### src/rtl/ft245_tx_arbiter_pkg.sv
// Shared types and constants for the FT245 TX stream arbiter.
// Channel index width is capped at 4 bits so it fits the header's low nibble.
package ft245_arb_pkg;

   typedef enum logic [1:0] {
      IDLE = 2'd0,
      HDR  = 2'd1,
      LEN  = 2'd2,
      DATA = 2'd3
   } arb_state_t;

   localparam logic [3:0] HDR_TAG_DEF = 4'hA;
   localparam int         MAX_CH      = 16;

endpackage

### src/rtl/ft245_tx_arbiter_rr_arbiter.sv
// Round-robin pick: first requester strictly after ptr, wrapping; purely combinational.
// Latency 0; no backpressure, the parent samples gnt/gnt_idx when it decides.
module rr_arbiter #(
   parameter int N = 4,
   parameter int W = 2
) (
   input  logic [N-1:0] req,
   input  logic [W-1:0] ptr,
   output logic [N-1:0] gnt,
   output logic [W-1:0] gnt_idx
);

   logic [W-1:0] cand;
   logic         found;

   always_comb begin
      gnt     = '0;
      gnt_idx = '0;
      found   = 1'b0;
      cand    = '0;
      // Offsets start at 1 so the last-granted channel is considered last.
      for (int k = 1; k <= N; k++) begin
         cand = W'((int'(ptr) + k) % N);
         if (!found && req[cand]) begin
            found   = 1'b1;
            gnt_idx = cand;
         end
      end
      if (found) gnt[gnt_idx] = 1'b1;
   end

endmodule

### src/rtl/ft245_tx_arbiter.sv
// Muxes NUM_CH burst requesters onto one byte stream as {tag|ch, len, payload...} frames.
// One-cycle grant decision, then header bytes registered; payload passes combinationally, tx_ready stalls all.
module ft245_tx_arbiter
   import ft245_arb_pkg::*;
#(
   parameter int         NUM_CH  = 4,
   parameter logic [3:0] HDR_TAG = HDR_TAG_DEF
) (
   input  logic                  clk,
   input  logic                  rst,
   input  logic [NUM_CH-1:0]     ch_req,
   input  logic [NUM_CH*8-1:0]   ch_len,
   input  logic [NUM_CH*8-1:0]   ch_data,
   input  logic [NUM_CH-1:0]     ch_valid,
   output logic [NUM_CH-1:0]     ch_ready,
   output logic [NUM_CH-1:0]     ch_grant,
   output logic [NUM_CH-1:0]     ch_done,
   output logic [7:0]            tx_data,
   output logic                  tx_valid,
   input  logic                  tx_ready,
   output logic                  busy
);

   localparam int W = $clog2(NUM_CH);

   arb_state_t        state;
   logic [W-1:0]      cur;
   logic [W-1:0]      ptr;
   logic [W-1:0]      gnt_idx;
   logic [NUM_CH-1:0] gnt;
   logic [7:0]        len_q;
   logic [7:0]        cnt;
   logic [7:0]        hdr_dat;
   logic              hdr_vld;
   logic              xfer;

   rr_arbiter #(
      .N (NUM_CH),
      .W (W)
   ) u_rr (
      .req     (ch_req),
      .ptr     (ptr),
      .gnt     (gnt),
      .gnt_idx (gnt_idx)
   );

   // Header/length come from registers; payload is a straight pass-through of the owner.
   always_comb begin
      tx_valid = hdr_vld;
      tx_data  = hdr_dat;
      ch_ready = '0;
      if (state == DATA) begin
         tx_valid      = ch_valid[cur];
         tx_data       = ch_data[int'(cur)*8 +: 8];
         ch_ready[cur] = tx_ready;
      end
   end

   assign xfer = tx_valid && tx_ready;
   assign busy = (state != IDLE);

   always_ff @(posedge clk or negedge rst) begin
      if (!rst) begin
         state    <= IDLE;
         cur      <= '0;
         ptr      <= W'(NUM_CH - 1);
         len_q    <= '0;
         cnt      <= '0;
         hdr_dat  <= '0;
         hdr_vld  <= 1'b0;
         ch_grant <= '0;
         ch_done  <= '0;
      end else begin
         ch_done <= '0;
         case (state)
            IDLE: begin
               if (|ch_req) begin
                  state    <= HDR;
                  cur      <= gnt_idx;
                  ptr      <= gnt_idx;
                  ch_grant <= gnt;
                  len_q    <= ch_len[int'(gnt_idx)*8 +: 8];
                  hdr_vld  <= 1'b1;
                  hdr_dat  <= {HDR_TAG, 4'(gnt_idx)};
               end
            end
            HDR: begin
               if (xfer) begin
                  state   <= LEN;
                  hdr_dat <= len_q;
               end
            end
            LEN: begin
               if (xfer) begin
                  hdr_vld <= 1'b0;
                  hdr_dat <= '0;
                  cnt     <= '0;
                  if (len_q == 8'd0) begin
                     ch_done  <= ch_grant;
                     ch_grant <= '0;
                     state    <= IDLE;
                  end else begin
                     state <= DATA;
                  end
               end
            end
            DATA: begin
               if (xfer) begin
                  cnt <= cnt + 8'd1;
                  if (cnt == len_q - 8'd1) begin
                     ch_done  <= ch_grant;
                     ch_grant <= '0;
                     state    <= IDLE;
                  end
               end
            end
            default: state <= IDLE;
         endcase
      end
   end

endmodule

### config.mk
export PLATFORM = sky130hd
export DESIGN_NAME = ft245_tx_arbiter
export DESIGN_NICKNAME = d
export VERILOG_FILES = /design/src/rtl/ft245_tx_arbiter_pkg.sv /design/src/rtl/ft245_tx_arbiter_rr_arbiter.sv /design/src/rtl/ft245_tx_arbiter.sv
export SDC_FILE = /design/constraint.sdc
export NUM_CORES = 1
export LEC_CHECK = 0
export ABC_AREA = 1
export CORE_AREA = 5 5 96 98
export CTS_BUF_LIST = sky130_fd_sc_hd__clkbuf_8
export CTS_CLUSTER_DIAMETER = 60
export DETAILED_ROUTE_END_ITERATION = 10
export DIE_AREA = 0 0 101 103
export PLACE_DENSITY = 0.71
export SLEW_MARGIN = 0
export SYNTH_ARGS = -nofsm -noshare
export SYNTH_HDL_FRONTEND = slang
export SYNTH_SLANG_ARGS = --single-unit
### constraint.sdc
create_clock -name clk -period 1.8 [get_ports clk]
set_input_delay 0.27 -clock clk [delete_from_list [all_inputs] [get_ports clk]]
set_output_delay 0.27 -clock clk [all_outputs]
set_load 0.05 [all_outputs]
# --- Word-level counts from Yosys, hierarchy flattened ---
# Cells that the tools add are included.
classes:
  add_sub_neg: 6
  mul: 0
  n_div: 0
  n_lt_le_gt_ge: 8
  eq_ne: 10
  shifts: 2
  muxes: 53
  bitwise: 1
  n_reduce_logical: 23
ops:
  columns: ["operator", "n"]
  rows:
  - ["indexed part select 32 x 6 -> 8 bit", 2]
  - ["2-to-1 mux 4 bit", 11]
  - ["2-to-1 mux 8 bit", 5]
  - ["case mux 8 bit (3 select lines)", 1]
  - ["2-to-1 mux 2 bit", 10]
  - ["less-than comparator 2 x 3 -> 1 bit (second input constant)", 6]
  - ["case mux 8 bit (2 select lines)", 1]
  - ["2-to-1 mux 1 bit", 14]
  - ["case mux 4 bit (3 select lines)", 1]
  - ["binary-select mux 1 bit (select 2 bit)", 5]
  - ["inequality test 2 bit (second input constant)", 5]
  - ["adder 8 x 1 -> 8 bit (second input constant)", 1]
  - ["equality test 8 bit", 1]
  - ["zero test 8 bit", 1]
  - ["case mux 2 bit (4 select lines)", 1]
  - ["case mux 4 bit (2 select lines)", 1]
  - ["subtractor 8 x 1 -> 8 bit (second input constant)", 1]
  - ["logical AND 1 bit", 6]
  - ["AND reduction 3 bit", 2]
  - ["AND reduction 6 bit", 1]
  - ["nonzero test 2 bit", 3]
  - ["nonzero test 3 bit", 2]
  - ["AND reduction 5 bit", 1]
  - ["adder 2 x 1 -> 2 bit (second input constant)", 2]
  - ["13 further kinds", 19]
word_totals:
  reg_bits: 39
  latch_bits: 0
  ram_bits: 0
  romBits: 0
  output_inout_bits: 22
  elab_cells: 112
  memories: 0

# --- Depth between registers and ports, before layout ---
# Gate-level depths: netlist (run 1).
depth:
  depth_word: 20
  ltp_mapped: 17
  ltp_nobuf: 15

# --- By module ---
# A second synthesis (run 1) with hierarchy kept.
hier_totals:
  cells_unflattened: 450
  hier_area_um2: 3040.4
by_module_without_submodules:
  columns: ["mod", "instances", "cells_each", "area_each_um2"]
  rows:
  - ["ft245_tx_arbiter", 1, 389, 2707.6]
  - ["rr_arbiter", 1, 61, 332.8]

# --- Worst setup path after synthesis (run 1) ---
# OpenSTA, ideal clock, no wires.
synth_timing:
  path_type: "register to output"
  startpoint: "reg state[0]"
  endpoint: "out ch_ready[0]"
  arrival_ps: 2307
  t_required_ps: 1530
  setup_slack_ps: -777
  path_stages_with_launch: 6
  path_buffers: 2
  cell_sequence: "dfrtp_1 -> ha_1 -> clkbuf_1 -> buf_1 -> nand2_1 -> nor3_1"
synth_via:
  elab_chain_len: 2
synth_lines:
  columns: ["item", "line", "text"]
  rows:
  - ["start, declared", "ft245_tx_arbiter.sv:26", "arb_state_t state;"]
  - ["start signal, assigned", "ft245_tx_arbiter.sv:64", "state <= IDLE;"]
  - ["start signal, assigned", "ft245_tx_arbiter.sv:78", "state <= HDR;"]
  - ["start signal, assigned", "ft245_tx_arbiter.sv:89", "state <= LEN;"]
  - ["equality test 2 bit", "ft245_tx_arbiter.sv:52", "if (state == DATA) begin"]
  - ["2-to-1 mux 4 bit", "ft245_tx_arbiter.sv:52", null]
  - ["end, declared", "ft245_tx_arbiter.sv:15", "output logic [NUM_CH-1:0] ch_ready,"]
# No other way between the ends.

# --- Worst setup path in the final report (run 1) ---
layout_timing:
  startpoint: "reg ptr[0]"
  endpoint: "reg len_q[2]"
layout_via:
  elab_chain_len: 14
  elab_cells_between_ends: 26
  classes_between: "add/sub: 4; shift: 1; mux: 15; reduce/logical: 6"
layout_lines:
  columns: ["item", "line", "text"]
  rows:
  - ["start, declared", "ft245_tx_arbiter.sv:28", "logic [W-1:0] ptr;"]
  - ["start signal, assigned", "ft245_tx_arbiter.sv:66", "ptr <= W'(NUM_CH - 1);"]
  - ["start signal, assigned", "ft245_tx_arbiter.sv:80", "ptr <= gnt_idx;"]
  - ["adder 2 x 1 -> 2 bit", "ft245_tx_arbiter_rr_arbiter.sv:23", "cand = W'((int'(ptr) + k) % N);"]
  - ["binary-select mux 1 bit (select 2 bit)", "ft245_tx_arbiter_rr_arbiter.sv:24", "if (!found && req[cand]) begin"]
  - ["2-to-1 mux 1 bit (not written as such)", "ft245_tx_arbiter_rr_arbiter.sv:24", null]
  - ["2-to-1 mux 1 bit", "ft245_tx_arbiter_rr_arbiter.sv:24", null]
  - ["zero test 1 bit", "ft245_tx_arbiter_rr_arbiter.sv:24", null]
  - ["logical AND 1 bit", "ft245_tx_arbiter_rr_arbiter.sv:24", null]
  - ["2-to-1 mux 1 bit", "ft245_tx_arbiter_rr_arbiter.sv:24", null]
  - ["zero test 1 bit", "ft245_tx_arbiter_rr_arbiter.sv:24", null]
  - ["logical AND 1 bit", "ft245_tx_arbiter_rr_arbiter.sv:24", null]
  - ["2-to-1 mux 1 bit", "ft245_tx_arbiter_rr_arbiter.sv:24", null]
  - ["zero test 1 bit", "ft245_tx_arbiter_rr_arbiter.sv:24", null]
  - ["logical AND 1 bit", "ft245_tx_arbiter_rr_arbiter.sv:24", null]
  - ["2-to-1 mux 2 bit *", "ft245_tx_arbiter_rr_arbiter.sv:24", null]
  - ["indexed part select 32 x 6 -> 8 bit *", "ft245_tx_arbiter.sv:82", "len_q <= ch_len[int'(gnt_idx)*8 +: 8];"]
  - ["end signal, assigned", "ft245_tx_arbiter.sv:82", null]
  - ["end, declared", "ft245_tx_arbiter.sv:31", "logic [7:0] len_q;"]
# Every way passes the cells marked *; elsewhere a longest branch is shown, timed or not. The select of a mux whose other input is x is not followed.
# A chain may end at the register's enable or synchronous reset.

==> metrics, run 1 <==
drt pass-1 iters=7; commonest non-fill, non-tap cell in the layout=nand2_1; Crit Path Category=reg2reg; CTS Sinks=39; PortBufs=96; DR WL/cell=about 14 um; Avg Cell Area, Syn=6.772 um2; Placeable Area=roughly 8400 um2; final worst path period need=1924 ps; # placed instances=707; count of final setup violators=30; max-slew violation count=0; Layout area overhead=72.72%; critical path arrival=between 2000 and 2500 ps; CP Max Fanout=8; Req. time, crit path=roughly 2000 ps; Yosys reg bits=39; TritonCTS Buffers=5; Synth async-reset ratio=1.000; CTS tree=yes; initial core utilization=0.3782; outcome=finished with violations; CP endpoint kind=flop; I/O Pins=97; Yosys warning count=0; synthesized cell area=roughly 3200 um2; post-DP HPWL=7274 um; Static Leak=roughly 2.5 nW; die width=101 um; family with the most delay on the worst path=flip-flops; Mapped Nets=550; vias in the first global route=approximately 3500; sequential-to-total area share from yosys stat=0.3087; via count=around 3700; Fmax=about 0.52 GHz; Skew-Pair Late Insertion Delay=between 200 and 300 ps; global-route wire length before repair=approximately 15000 um; detailed-route vias per instance=about 5.0; CP Cell Sequence=inv_6 -> nand2_2 -> nand3_2 -> buf_4 -> a21oi_4 -> nand2_2 -> nand2_2 -> a21oi_2 -> buf_6 -> nand2_1 -> nand2_1 -> nand2_1 -> nand2_1; Synth cell types=45; initial antenna violation count=0; Die H=between 100 and 150 um; global route total overflow=0; CP bufs+invs=3; # fillers=659; Post-synth EDFFs=0; Final WS setup=-123.6 ps; # DRC=0; total routed wirelength=roughly 10000 um; part of the cycle the worst path needs=1.069; Final ANT Viol Nets=0; delay of the slowest critical-path stage=670 ps; layout cell share with drive strength beyond 1=0.3760; Clk pin slew, worst setup/hold paths=80 ps; fin nets=just over 700; highest-count cells in the layout ignoring fill and taps=nand2_1 (158), clkdlybuf4s50_1 (73), buf_4 (62); initial detailed-routing violation count=~160; worst slew pin tran=slightly below 500 ps; setup TNS=-2323 ps; hold crit path type=in2async; violated checks=setup timing; Site Rows=34; Syn Inst Count=between 400 and 500; unrepaired setup endpoints after global routing=true; Total GRT Usage=0.1771; Max-Cap Viols=0; Max clock buf depth=2; Max transition margin=0.6750; htree depth=2; Post-CTS Hold Fix Bufs=0; Worst Skew=7.126 ps; leading register cell type out of synthesis=dfrtp_1; Crit path top cell by count=nand2_1; largest net degree at the start of global routing=40; RePlAce Congestion=approximately 0.82; die footprint=roughly 10000 um2; Root Buffer=clkbuf_8; Max IR drop VDD=939.6 uV; CP max-delay cell=dfstp_2; ant diodes=0; Post-Layout Cell Count=about 730; Final Hold Fails=0; power density over cell area=2026 nW/um2; crit path launch type=flop
-- layer usage --
metal	up-vias	routed length (um)	GRT usage
li1	1819	-	-
met1	1676	4125	0.2106
met2	130	5322	0.3296
met3	32	701	0.03586
met4	0	292	0.03783
met5	-	0	0
-- Yosys cell counts, types with 2 or more instances --
cell type	n	area [um2]
buf_2	4	20.02
xor2_1	9	78.83
nor2_1	30	112.6
inv_2	5	18.77
o21ai_1	8	40.04
dfrtp_1	37	925.9
buf_1	2	7.510
inv_1	33	123.9
a21boi_1	2	15.01
a22oi_1	7	52.55
nand3_1	19	95.09
a21oi_2	2	17.52
nand2_4	5	56.30
dfstp_2	2	52.55
a21oi_1	8	40.04
nand2_1	185	694.4
nand4_1	23	143.9
buf_6	4	45.04
nor3_2	2	20.02
ha_1	7	87.58
nor3_1	5	25.02
nand3_2	2	20.02
or2_2	3	18.77
xnor3_1	2	45.04
a41oi_1	3	26.28
and2_1	2	12.51
xnor2_1	5	43.79
buf_4	2	15.01
a31oi_1	2	12.51
clkbuf_1	4	15.01
nand2_2	14	87.58
o21ai_0	17	85.08
-- final cells by class --
class                   count  area [um2]  share of cell area
clock inverters             1       5.005           0.0009143
well taps                 108       135.1             0.02469
flip-flops and latches     39       980.9              0.1792
inverters                  41       182.7             0.03337
clock buffers               6       82.58             0.01509
multi-input cells         372        2410              0.4402
repair buffers            166        1678              0.3065
-- registers in the layout (all words and copies together), names as in the netlist --
name	flops
cnt	8
hdr_dat	8
len_q	8
ch_done	4
ch_grant	4
cur	2
ptr	2
state	2
hdr_vld	1
-- path summary, 6_finish.rpt --
check	from	endpoint	slack, ps	cells past startpoint
hold reg to reg	hdr_dat[7]	hdr_dat[7]	490	2
setup reg to reg	ptr[0]	len_q[2]	-120	13
min in group clk	hdr_dat[7]	hdr_dat[7]	490	2
hold / removal	rst	cnt[5]	20	2
setup / recovery	ptr[0]	len_q[2]	-120	13
max in group asynchronous	rst	cur[0]	1420	2
-- stage by stage --
| step | instance area [um2] | power, mW | worst slack (ps) | hold WS, ps | utilization |
|---|---|---|---|---|---|
| 6_report | 5474 | 11.09 | -123.6 | 19.84 | 0.6532 |
| 2_1_floorplan | 3269 | 6.332 | -201.2 | -25.59 | - |
| 4_1_cts | 5112 | 10.04 | -94.37 | 38.90 | 0.6100 |
| 3_5_place_dp | 4761 | 8.762 | -171.6 | 351.3 | 0.5681 |
| 5_1_grt | 5474 | 11.93 | -245.4 | 70.39 | 0.6532 |
| 3_3_place_gp | 4761 | 8.630 | -142.8 | 350.6 | 0.5681 |
-- logic make-up after synthesis --
logic type,Yosys count,share of synthesized area
simple gates,295,0.4228
mux,1,0.003553
xor+xnor,16,0.05290
flops,39,0.3087
buf+inv,58,0.08567
compound gates,52,0.09870
fa+ha+maj,7,0.02763
-- power by group --
| part | total, mW | internal (mW) | switching [mW] |
|---|---|---|---|
| registers | 1.67 | 1.26 | 0.411 |
| clock network | 0.614 | 0.301 | 0.313 |
| logic | 8.81 | 3.86 | 4.95 |
-- worst register-to-register path, delay by kind of cell (launching register included) --
kind	cells	cell delay [ps]
AOI/OAI and AO/OA	2	250
and+or+nand+nor	8	550
DFF	1	670
buffers and inverters	3	370
-- repair_timing --
action,4_1_cts,5_1_grt
pin swaps,14,35
endpoints found under the setup margin,33,48
resized for setup,51,79
hold endpoints to repair,0,0
gates cloned,0,1
buffers inserted,11,7
Power figures use the tool's default switching activity.
==> run 2: changes to the inputs <==
--- a/config.mk
+++ b/config.mk
@@ -6,11 +6,12 @@
 export NUM_CORES = 1
 export LEC_CHECK = 0
 export ABC_AREA = 1
-export CORE_AREA = 5 5 96 98
+export ABC_CLOCK_PERIOD_IN_PS = 1800
+export CORE_AREA = 2 2 93 95
 export CTS_BUF_LIST = sky130_fd_sc_hd__clkbuf_8
 export CTS_CLUSTER_DIAMETER = 60
 export DETAILED_ROUTE_END_ITERATION = 10
-export DIE_AREA = 0 0 101 103
+export DIE_AREA = 0 0 95 97
 export PLACE_DENSITY = 0.71
 export SLEW_MARGIN = 0
 export SYNTH_ARGS = -nofsm -noshare
==> run 2 against run 1 <==
  * Clock power rose by 21%
  * The flow still finishes with violations (setup timing)
  * Register-to-register slack got worse by 30 ps
  * Via count rose by 2.7%
==> metrics, run 2 (same netlist as run 1, synthesis figures left out) <==
fin nets=715 (was 707); RePlAce Congestion=0.9076 (was 0.8204); initial core utilization=0.3896 (was 0.3782); worst slew pin tran=495.2 ps (was 487.5 ps); commonest non-fill, non-tap cell in the layout=nand2_1 (unchanged); drt pass-1 iters=6 (was 7); Max IR drop VDD=1086 uV (was 939.6 uV); CTS tree=yes (unchanged); initial detailed-routing violation count=231 (was 156); Fmax=0.5112 GHz (was 0.5199 GHz); dpl ws=-191.5 ps (was -171.6 ps); count of final setup violators=33 (was 30); family with the most delay on the worst path=simple AND/OR/NAND/NOR gates (was flip-flops); CP bufs+invs=4 (was 3); highest-count cells in the layout ignoring fill and taps=nand2_1 (158), clkdlybuf4s50_1 (73), buf_4 (66) (was nand2_1 (158), clkdlybuf4s50_1 (73), buf_4 (62)); R2R setup slack=-160 ps (was -120 ps); crit path launch type=flop (unchanged); Layout area overhead=78.44% (was 72.72%); Final Hold Fails=0 (unchanged); die width=95 um (was 101 um); worst reg2reg endpoint=ch_grant[0] (was len_q[2]); CTS Sinks=39 (unchanged); part of the cycle the worst path needs=1.087 (was 1.069); vias in the first global route=3695 (was 3515); die footprint=9215 um2 (was 10400 um2); # fillers=600 (was 659); PortBufs=96 (unchanged); initial antenna violation count=0 (unchanged); layout cell share with drive strength beyond 1=0.3864 (was 0.3760); top flop regs=cnt (8), hdr_dat (8), len_q (8) (unchanged); largest net degree at the start of global routing=40 (unchanged); power density over cell area=2075 nW/um2 (was 2026 nW/um2); end-of-flow core utilization=0.6953 (was 0.6532); CP endpoint kind=flop (unchanged); max-slew violation count=0 (unchanged); Final WS setup=-156.0 ps (was -123.6 ps); TritonCTS Buffers=5 (unchanged); via count=3755 (was 3657); Pwr Total=11.73 mW (was 11.09 mW); DR WL/cell=14.96 um (was 14.25 um); Final ANT Viol Nets=0 (unchanged); outcome=finished with violations (unchanged); Crit Reg-Reg Startpoint=ptr[0] (unchanged); Die H=97 um (was 103 um); critical path arrival=2210 ps (was 2110 ps); ant diodes=0 (unchanged); global route total overflow=0 (unchanged); Worst Skew=9.178 ps (was 7.126 ps); final worst path period need=1956 ps (was 1924 ps); Req. time, crit path=2050 ps (was 1990 ps); total routed wirelength=11060 um (was 10440 um); I/O Pins=97 (unchanged); Static Leak=2.601 nW (was 2.511 nW); CP Cell Sequence=buf_6 -> nand2_1 -> nand2_2 -> nand2_2 -> nand2_4 -> clkinv_4 -> nand2_2 -> nand2_4 -> nand3_4 -> buf_12 -> inv_2 -> nor3_2 -> nand2_1 -> nand2_1 (was inv_6 -> nand2_2 -> nand3_2 -> buf_4 -> a21oi_4 -> nand2_2 -> nand2_2 -> a21oi_2 -> buf_6 -> nand2_1 -> nand2_1 -> nand2_1 -> nand2_1); Max transition margin=0.6699 (was 0.6750); Post-CTS Hold Fix Bufs=0 (unchanged); Max-Cap Viols=0 (unchanged); unrepaired setup endpoints after global routing=true (unchanged); Clk pin slew, worst setup/hold paths=80 ps (about the same); Min Hold Slack=8.883 ps (was 19.84 ps); Skew-Pair Late Insertion Delay=300 ps (was 290 ps); Root Buffer=clkbuf_8 (unchanged); Placeable Area=8134 um2 (was 8381 um2); Crit Path Category=reg2reg (unchanged); Site Rows=33 (was 34); crit path to=ch_grant[0] (was len_q[2]); Max clock buf depth=2 (unchanged); delay of the slowest critical-path stage=650 ps (was 670 ps); R2R cell count=14 (was 13); post-DP HPWL=7037 um (was 7274 um); htree depth=2 (unchanged); crit path from=ptr[0] (unchanged); CP Depth=14 (was 13); violated checks=setup timing (unchanged); hold crit path type=in2async (unchanged); CP Max Fanout=20 (was 8); global-route wire length before repair=16620 um (was 15240 um); Total GRT Usage=0.2208 (was 0.1771); CP max-delay cell=dfstp_2 (unchanged); # DRC=0 (unchanged); detailed-route vias per instance=5.081 (was 4.989)
[run 2: timing repair]
item,in CTS,in global routing
pin swaps,23,27
hold endpoints to repair,0,0
cloned,2,2
setup endpoints to repair,34,51
resized for setup,77,62
setup buffers,21,7
[run 2: worst register-to-register path, delay by kind of cell, from the launching register on]
kind,cells,cell delay (ps)
and+or+nand+nor,10,850
DFF,1,650
buffers and inverters,4,410
[run 2: final cells by class]
class                      instances  area [um2]  area share
timing repair buffer             174        1783      0.3153
sequential                        39       980.9      0.1735
inverter                          41       178.9     0.03164
multi-input combinational        372        2469      0.4365
tap                              105       131.4     0.02323
clock inverter                     3       43.79    0.007743
clock buffer                       5       68.82     0.01217
[run 2: how the worst min path moves through the flow]
stage                     from    endpoint  slack [ps]  cells after the start
after global placement     rst      cnt[5]         350                      2
after global routing       rst  ch_done[1]          50                      2
after floorplan            rst  ch_done[0]         -30                      0
after CTS                  rst  ch_done[2]          30                      2
final                      rst  hdr_dat[3]           9                      2
after detailed placement   rst  hdr_dat[3]         350                      2
[run 2: report_power, final]
| group | switching (mW) | internal [mW] | total [mW] |
|---|---|---|---|
| registers | 0.425 | 1.26 | 1.68 |
| clock network | 0.333 | 0.413 | 0.746 |
| logic | 5.17 | 4.13 | 9.31 |
| total | 5.93 | 5.80 | 11.7 |
[run 2: stage by stage]
stage               setup TNS, ps  cell area [um2]  instances
finish                      -2919             5655        739
global route                -6649             5655        739
global placement            -1887             4732        699
detailed placement          -3154             4732        699
CTS                         -1740             5316        730
floorplan                  -701.4             3269        468
[run 2: per-layer routing]
layer  part of all wire  global-route usage  vias up
met5                  0                   0        -
met2               0.53              0.4135      140
met1               0.39              0.2606     1749
li1                   -                   -     1844
met3              0.061             0.03660       22
met4              0.018             0.04236        0
